`src/rtl/onebit_ctrl_pkg.sv`:
```
// Shared types and default phase lengths for the one-bit cell sequencer.
package onebit_ctrl_pkg;

  typedef enum logic [2:0] {
    ST_IDLE,
    ST_WRITE,
    ST_PRE,
    ST_SAMPLE,
    ST_SENSE,
    ST_SMP_SA,
    ST_RECOVER
  } state_t;

  typedef enum logic {
    OP_READ  = 1'b0,
    OP_WRITE = 1'b1
  } op_t;

  localparam int unsigned T_WR_DEF  = 4;
  localparam int unsigned T_PRE_DEF = 2;
  localparam int unsigned T_SMP_DEF = 2;
  localparam int unsigned T_SA_DEF  = 2;
  localparam int unsigned T_RCV_DEF = 1;

  // Bitcell / sense-amp control bundle, field order is also the bit order.
  typedef struct packed {
    logic preb;
    logic sampleb;
    logic sae;
    logic w_en;
    logic wl;
    logic wlb;
  } ctrl_t;

  localparam ctrl_t CTRL_IDLE = 6'b010000;

  // Control levels held for the whole duration of a state.
  function automatic ctrl_t ctrl_for(input state_t st, input logic side);
    ctrl_t c;
    c = CTRL_IDLE;
    case (st)
      ST_WRITE:  c = '{preb: 1'b1, sampleb: 1'b1, sae: 1'b0, w_en: 1'b1, wl: 1'b1,  wlb: 1'b1};
      ST_SAMPLE: c = '{preb: 1'b1, sampleb: 1'b0, sae: 1'b0, w_en: 1'b0, wl: !side, wlb: side};
      ST_SENSE:  c = '{preb: 1'b1, sampleb: 1'b1, sae: 1'b1, w_en: 1'b0, wl: 1'b0,  wlb: 1'b0};
      ST_SMP_SA: c = '{preb: 1'b1, sampleb: 1'b0, sae: 1'b1, w_en: 1'b0, wl: !side, wlb: side};
      default:   c = CTRL_IDLE;
    endcase
    return c;
  endfunction

endpackage

```
`src/rtl/phase_timer.sv`:
```
// Down-counter timing one FSM phase: load a length, flag the final cycle.
module phase_timer #(
  parameter int unsigned W = 3
) (
  input  logic         clk_i,
  input  logic         rst_i,
  input  logic         load_i,
  input  logic [W-1:0] len_i,
  output logic [W-1:0] cnt_o,
  output logic         last_o
);

  logic [W-1:0] cnt_q, cnt_d;

  // Load on phase entry, otherwise count down and rest at zero.
  always_comb begin
    cnt_d = cnt_q;
    if (load_i) begin
      cnt_d = len_i;
    end else if (cnt_q != '0) begin
      cnt_d = cnt_q - W'(1);
    end
  end

  // Counter register.
  always_ff @(posedge clk_i) begin
    if (rst_i) cnt_q <= '0;
    else       cnt_q <= cnt_d;
  end

  assign cnt_o  = cnt_q;
  assign last_o = (cnt_q == W'(1));

endmodule

```
`src/rtl/onebit_seq_ctrl.sv`:
```
// Sequencer for one SRAM-style bitcell: write, normal read and fast read.
module onebit_seq_ctrl
  import onebit_ctrl_pkg::*;
#(
  parameter int unsigned T_WR  = T_WR_DEF,
  parameter int unsigned T_PRE = T_PRE_DEF,
  parameter int unsigned T_SMP = T_SMP_DEF,
  parameter int unsigned T_SA  = T_SA_DEF,
  parameter int unsigned T_RCV = T_RCV_DEF
) (
  input  logic clk,
  input  logic rst,
  input  logic req_valid,
  output logic req_ready,
  input  logic req_op,
  input  logic req_wdata,
  input  logic req_side,
  input  logic req_fast,
  input  logic sa_out,
  output logic rsp_valid,
  output logic rsp_data,
  output logic done,
  output logic busy,
  output logic preb,
  output logic w_en,
  output logic write_bit,
  output logic sampleb,
  output logic SAE,
  output logic WL,
  output logic WLB
);

  localparam int unsigned M1    = (T_WR > T_PRE) ? T_WR : T_PRE;
  localparam int unsigned M2    = (M1 > T_SMP) ? M1 : T_SMP;
  localparam int unsigned M3    = (M2 > T_SA) ? M2 : T_SA;
  localparam int unsigned T_MAX = (M3 > T_RCV) ? M3 : T_RCV;
  localparam int unsigned CW    = $clog2(T_MAX) + 1;

  state_t        state_q, state_d;
  op_t           op_q;
  logic          side_q, fast_q, wbit_q;
  ctrl_t         ctrl_q, ctrl_d;
  logic          rsp_valid_q, rsp_data_q, done_q, done_d;
  logic          accept, sense_end;
  logic          tmr_load, tmr_last;
  logic [CW-1:0] tmr_len, tmr_cnt;

  assign req_ready = (state_q == ST_IDLE);
  assign accept    = req_valid && req_ready;

  phase_timer #(.W(CW)) u_timer (
    .clk_i  (clk),
    .rst_i  (rst),
    .load_i (tmr_load),
    .len_i  (tmr_len),
    .cnt_o  (tmr_cnt),
    .last_o (tmr_last)
  );

  // Next state and phase-length load; request fields are used directly on acceptance.
  always_comb begin
    state_d  = state_q;
    tmr_load = 1'b0;
    tmr_len  = '0;
    case (state_q)
      ST_IDLE: if (accept) begin
        tmr_load = 1'b1;
        if (req_op) begin
          state_d = ST_WRITE;
          tmr_len = CW'(T_WR);
        end else begin
          state_d = ST_PRE;
          tmr_len = CW'(T_PRE);
        end
      end
      ST_WRITE: if (tmr_last) begin
        state_d  = ST_RECOVER;
        tmr_load = 1'b1;
        tmr_len  = CW'(T_RCV);
      end
      ST_PRE: if (tmr_last) begin
        state_d  = fast_q ? ST_SMP_SA : ST_SAMPLE;
        tmr_load = 1'b1;
        tmr_len  = CW'(T_SMP);
      end
      ST_SAMPLE: if (tmr_last) begin
        state_d  = ST_SENSE;
        tmr_load = 1'b1;
        tmr_len  = CW'(T_SA);
      end
      ST_SENSE, ST_SMP_SA: if (tmr_last) begin
        state_d  = ST_RECOVER;
        tmr_load = 1'b1;
        tmr_len  = CW'(T_RCV);
      end
      ST_RECOVER: if (tmr_last) state_d = ST_IDLE;
      default: state_d = ST_IDLE;
    endcase
  end

  // Controls are computed from the upcoming state so they switch exactly on entry.
  always_comb begin
    ctrl_d    = ctrl_for(state_d, side_q);
    sense_end = tmr_last && (op_q == OP_READ) &&
                (state_q == ST_SENSE || state_q == ST_SMP_SA);
    // done must land in the last RECOVER cycle: either RECOVER is one cycle long
    // and is being entered, or we are one cycle before its final count.
    done_d = (state_d == ST_RECOVER) &&
             ((state_q != ST_RECOVER) ? (T_RCV == 1) : (tmr_cnt == CW'(2)));
  end

  // State register.
  always_ff @(posedge clk) begin
    if (rst) state_q <= ST_IDLE;
    else     state_q <= state_d;
  end

  // Request latches, registered controls and response/done pulses.
  always_ff @(posedge clk) begin
    if (rst) begin
      op_q        <= OP_READ;
      side_q      <= 1'b0;
      fast_q      <= 1'b0;
      wbit_q      <= 1'b0;
      ctrl_q      <= CTRL_IDLE;
      rsp_valid_q <= 1'b0;
      rsp_data_q  <= 1'b0;
      done_q      <= 1'b0;
    end else begin
      if (accept) begin
        op_q   <= op_t'(req_op);
        side_q <= req_side;
        fast_q <= req_fast;
        if (req_op) wbit_q <= req_wdata;
      end
      ctrl_q      <= ctrl_d;
      rsp_valid_q <= sense_end;
      if (sense_end) rsp_data_q <= sa_out ^ side_q;
      done_q      <= done_d;
    end
  end

  assign busy      = (state_q != ST_IDLE);
  assign preb      = ctrl_q.preb;
  assign sampleb   = ctrl_q.sampleb;
  assign SAE       = ctrl_q.sae;
  assign w_en      = ctrl_q.w_en;
  assign WL        = ctrl_q.wl;
  assign WLB       = ctrl_q.wlb;
  assign write_bit = wbit_q;
  assign rsp_valid = rsp_valid_q;
  assign rsp_data  = rsp_data_q;
  assign done      = done_q;

endmodule

```
`config.mk`:
```
export PLATFORM = sky130hd
export DESIGN_NAME = onebit_seq_ctrl
export DESIGN_NICKNAME = d
export VERILOG_FILES = /design/src/rtl/onebit_ctrl_pkg.sv /design/src/rtl/phase_timer.sv /design/src/rtl/onebit_seq_ctrl.sv
export SDC_FILE = /design/constraint.sdc
export NUM_CORES = 1
export LEC_CHECK = 0
export CAP_MARGIN = 40
export CORE_AREA = 2 2 47 60
export DETAILED_ROUTE_END_ITERATION = 8
export DIE_AREA = 0 0 49 62
export PLACE_DENSITY = 0.62
export RECOVER_POWER = 25
export SLEW_MARGIN = 40
export SYNTH_ARGS = -nofsm -noshare
export SYNTH_HDL_FRONTEND = slang
export SYNTH_SLANG_ARGS = --single-unit
```
`constraint.sdc`:
```
create_clock -name clk -period 1.8 [get_ports clk]
set_clock_uncertainty 0.1 [all_clocks]
set_input_delay 0.18 -clock clk [delete_from_list [all_inputs] [get_ports clk]]
set_output_delay 0.18 -clock clk [all_outputs]
set_load 0.005 [all_outputs]
```
**Yosys cells after proc, flatten, opt, wreduce, memory -nomap -nowiden**

Index checks and enable logic that the tools add are counted.

- Add/sub/neg operators: 1
- Eq/ne operators: 14
- Mux-type cells: 20
- Bitwise operators: 2
- Reductions and logical operators: 14

Operators by type and width:

| kind | count |
|---|---|
| $mux 3 | 10 |
| $pmux 6 s4 | 1 |
| $eq 3x3->1 const B | 6 |
| $pmux 3 s5 | 1 |
| $eq 3x2->1 const B | 4 |
| $eq 3x1->1 const B | 3 |
| $pmux 3 s3 | 1 |
| $reduce_bool 3->1 | 2 |
| $reduce_or 5->1 | 1 |
| $logic_and 1x1->1 | 4 |
| $mux 1 | 4 |
| $mux 2 | 2 |
| $logic_not 3->1 | 1 |
| $ne 3x3->1 const B | 1 |
| $reduce_or 3->1 | 1 |
| $sub 3x1->3 const B | 1 |
| $pmux 1 s2 | 1 |
| $reduce_and 2->1 | 1 |
| $reduce_bool 2->1 | 1 |
| $reduce_or 2->1 | 1 |
| $logic_not 1->1 | 1 |
| $logic_or 1x1->1 | 1 |
| $not 1->1 | 1 |
| $xor 1x1->1 | 1 |

- Flip-flop bits (word level): 19
- Input bits: 8
- Output and inout port bits: 12
- Word-level logic and storage cells: 66

**Depth between registers and ports, before layout**

- Depth after elaboration: 6
- Depth in mapped cells: 7

**Modules after synthesis**

From an unflattened synthesis, not the netlist that was laid out.

- Cells, all modules: 101
- Area total of the unflattened synthesis: 934.6 µm²

Modules (own cells, without submodules):

| module | times used | cells an instance | area each (µm²) |
|---|---|---|---|
| onebit_seq_ctrl | 1 | 78 | 710.7 |
| phase_timer | 1 | 23 | 224.0 |

**Least setup slack after synthesis**

Ideal clock, no wire load.

- Path kind: reg2reg
- From: register u_timer.cnt_q[1] (netlist: u_timer.cnt_o[1])
- To: register rsp_data_q (netlist: rsp_data)
- Setup time: 0.129 ns
- Data arrival time: 1.324 ns
- Data required time: 1.571 ns
- Slack: 0.247 ns
- Stages on the path, launching flop included: 8
- Path buffers: 0
- Period minus slack after synthesis: 1.553 ns
- Cell sequence: dfxtp_1 inv_1 ha_1 or2b_2 nor2_1 nand3b_1 mux2i_1 nor2_1

- Word-level cells in the longest chain between the ends: 3

RTL lines:

| what | line | text |
|---|---|---|
| start, declared | phase_timer.sv:13 | `logic [W-1:0] cnt_q, cnt_d;` |
| start signal, assigned | phase_timer.sv:28 | `else cnt_q <= cnt_d;` |
| $eq 3x1->1 | phase_timer.sv:32 | `assign last_o = (cnt_q == W'(1));` |
| $logic_and 1x1->1 (2 in series) | onebit_seq_ctrl.sv:104 | `sense_end = tmr_last && (op_q == OP_READ) &&` |
| end signal, assigned | onebit_seq_ctrl.sv:138 | `if (sense_end) rsp_data_q <= sa_out ^ side_q;` |
| end, declared | onebit_seq_ctrl.sv:43 | `logic rsp_valid_q, rsp_data_q, done_q, done_d;` |

Every way passes these cells.
A chain may end at the register's enable or synchronous reset.

**Final worst setup path**

- From: register u_timer.cnt_q[1] (netlist: u_timer.cnt_o[1])
- To: register done_q (netlist: done)

- Word-level cells in the longest chain between the ends: 5
- Elaborated cells between the ends (all ways): 10
- Those cells by class: eq/ne (3); mux (6); reduce/logical (1)

RTL lines:

| what | line | text |
|---|---|---|
| $eq 3x1->1 | phase_timer.sv:32 |  |
| $mux 3 (on tied branches) | - |  |
| $pmux 3 s5 | onebit_seq_ctrl.sv:65 | `case (state_q)` |
| $eq 3x3->1 | onebit_seq_ctrl.sv:108 | `done_d = (state_d == ST_RECOVER) &&` |
| $logic_and 1x1->1 (*) | onebit_seq_ctrl.sv:108 |  |
| end signal, assigned | onebit_seq_ctrl.sv:139 | `done_q <= done_d;` |
| end, declared | onebit_seq_ctrl.sv:43 |  |

Mark *: on every way between the ends. The rest lies on a longest branch, timed or not.

==> out/qor.yml <==
timing:
  rsz0062_at_grt: "true"
  slew_headroom_pct: 77.64
  worst_slew_pin_slew_ns: 0.3343
  fin_crit_sh_pct: 94.50
  final_critical_path_setup_slack_ns: 0.09908
  fin_hold_ws_ns: 0.3295
  final-setup-viol-count: 0
  max_freq_mhz: 587.9
  period_needed_ns: 1.701
  tns_ns: 0
  final_hold_viol_count: 0
  drv_slew: 0
placement:
  hpwl_um: 1523
  place_area_um2: 1201
  io_buffers: 19
  dp_slack_ns: -0.02661
  globalplace.congestion: 0.8177
cts:
  cts_buffer_depth: 2
  clk_pin_slew_ns: 0.11
  cts.sinks: 19
  cts_max_level: 1
  clockRootBuffer: "clkbuf_4"
  clkLatencyLatePin_ns: 0.30
  cts_buffers: 3
  cts_hold_buf: 0
  tritoncts: "done"
synthesis:
  synth_edf_count: 0
  synth_ff_type: "dfxtp_1"
  yosysSeqAreaShare_pct: 40.16
  ys_warn_count: 0
  syn_avg_cell_area_um2: 8.770
  yosys_register_bits: 19
  async_flop_share_pct: 0
  synth_nets: 120
  syn_inst: 108
  synth_cell_type_count: 38
  syn_area_um2: 947.2
die:
  coreArea_um2: 2549
  chipWidth_um: 49
  start_util_pct: 37.16
  rows: 21
  fp.dieH_um: 62
  design.die.area_um2: 3038
  io_pins: 20
flow_run:
  max_cap_viol_count: 0
grt:
  grt_pass1_vias: 800
  antenna_found_initial: 0
  grt_util_all_layers_pct: 14.66
  gr-total-overflow: 0
  grt_pass1_wl_um: 3429
  grt_max_degree: 13
power:
  p_per_area_nw_per_um2: 1101
  leakagePower_nw: 0.5448
  peakVddDrop_uv: 659.6
finish:
  layout_common_cells: "dfxtp_1, nand2_1, a21oi_1"
  utilization_pct: 50.17
  final_area_um2: 1279
  nets: 149
  area_delta_synth_final_pct: 35.01
  diodes: 0
  fillers: 265
  drive_above_1_share_pct: 23.53
routing:
  drt-initial-drc-count: 9
  ant_nets: 0
  vias: 820
  wirelength_um: 2067
  first_pass_iters: 4
  wl_per_cell_um: 12.16
  via_per_inst: 4.824
  route.detailed.drc: 0
status:
  status: "finished clean"
setup_path:
  cp-end-kind: "register"
  crit_type: "register to register"
  crit_fanout: 5
  worstPathRequired_ns: 1.91
  worstPathArrival_ns: 1.82
  start_kind: "register"
worst_hold_path:
  hp-class: "input port to register"
final timing paths:
check	end	cells after the start	startpoint	slack, ns
setup / recovery	done	6	u_timer.cnt_o[1]	0.1
hold / removal	fast_q	3	req_fast	0.33
setup reg to reg	done	6	u_timer.cnt_o[1]	0.1
hold reg to reg	write_bit	2	write_bit	0.36
metal layers:
metal	GRT usage, %	part of all wire, %	vias to the layer above	wire [um]
met5	0	0	-	0
met1	18.20	45	371	929
met4	8.163	1.5	0	30
met2	24.66	51	15	1045
met3	2.632	3.0	4	62
li1	-	-	430	-
per-stage QoR:
| step | instances | power, mW |
|---|---|---|
| finish | 170 | 1.408 |
| global route | 170 | 1.536 |
| CTS | 170 | 1.410 |
| detailed placement | 164 | 1.186 |
| global placement | 164 | 1.171 |
| floorplan | 108 | 0.9913 |
synthesized netlist by cell type, types with 2 or more instances:
cell type | instances | share of area [%]
dfxtp_1 | 19 | 40
nand2_1 | 16 | 6.3
a21oi_1 | 14 | 7.4
nor2_1 | 9 | 3.6
ha_1 | 4 | 5.3
nor2b_1 | 4 | 2.6
o21ai_0 | 4 | 2.1
inv_1 | 3 | 1.2
nor3_1 | 3 | 1.6
buf_6 | 2 | 2.4
mux2i_1 | 2 | 2.1
nand3_1 | 2 | 1.1
kinds of logic after synthesis:
family | Yosys count | share of synthesized area (%)
simple gates | 45 | 25.76
fa+ha+maj | 4 | 5.284
mux | 2 | 2.114
flops | 19 | 40.16
compound gates | 29 | 20.34
buf+inv | 7 | 4.490
xor+xnor | 2 | 1.850
timing repair:
| item | CTS | global route |
|---|---|---|
| endpoints found under the setup margin | 2 | 9 |
| gates resized for setup | 5 | 10 |
| cloned | 0 | 0 |
| pin swaps | 0 | 0 |
| setup buffers | 2 | 0 |
power breakdown:
group          total (mW)  switching [mW]  internal (mW)
sequential          0.536          0.0497          0.486
combinational       0.654           0.337          0.317
clock               0.218           0.135         0.0827
area by class of cell:
class                      count  area (um^2)  area share (%)
clock buffer                   3        22.52           1.761
inverter                       3        11.26          0.8806
multi-input combinational     82        549.3           42.95
timing repair buffer          28        259.0           20.25
tap                           34        42.54           3.327
sequential                    19        389.1           30.43
clock inverter                 1        5.005          0.3914
worst max-delay path, stage by stage (launching register included):
cell,delay (ns)
dfxtp_2,0.35
inv_1,0.10
ha_1,0.18
or2b_2,0.35
nor3_2,0.19
a21oi_2,0.09
nor4_2,0.26
No activity file was read; power rests on OpenSTA's default activity.
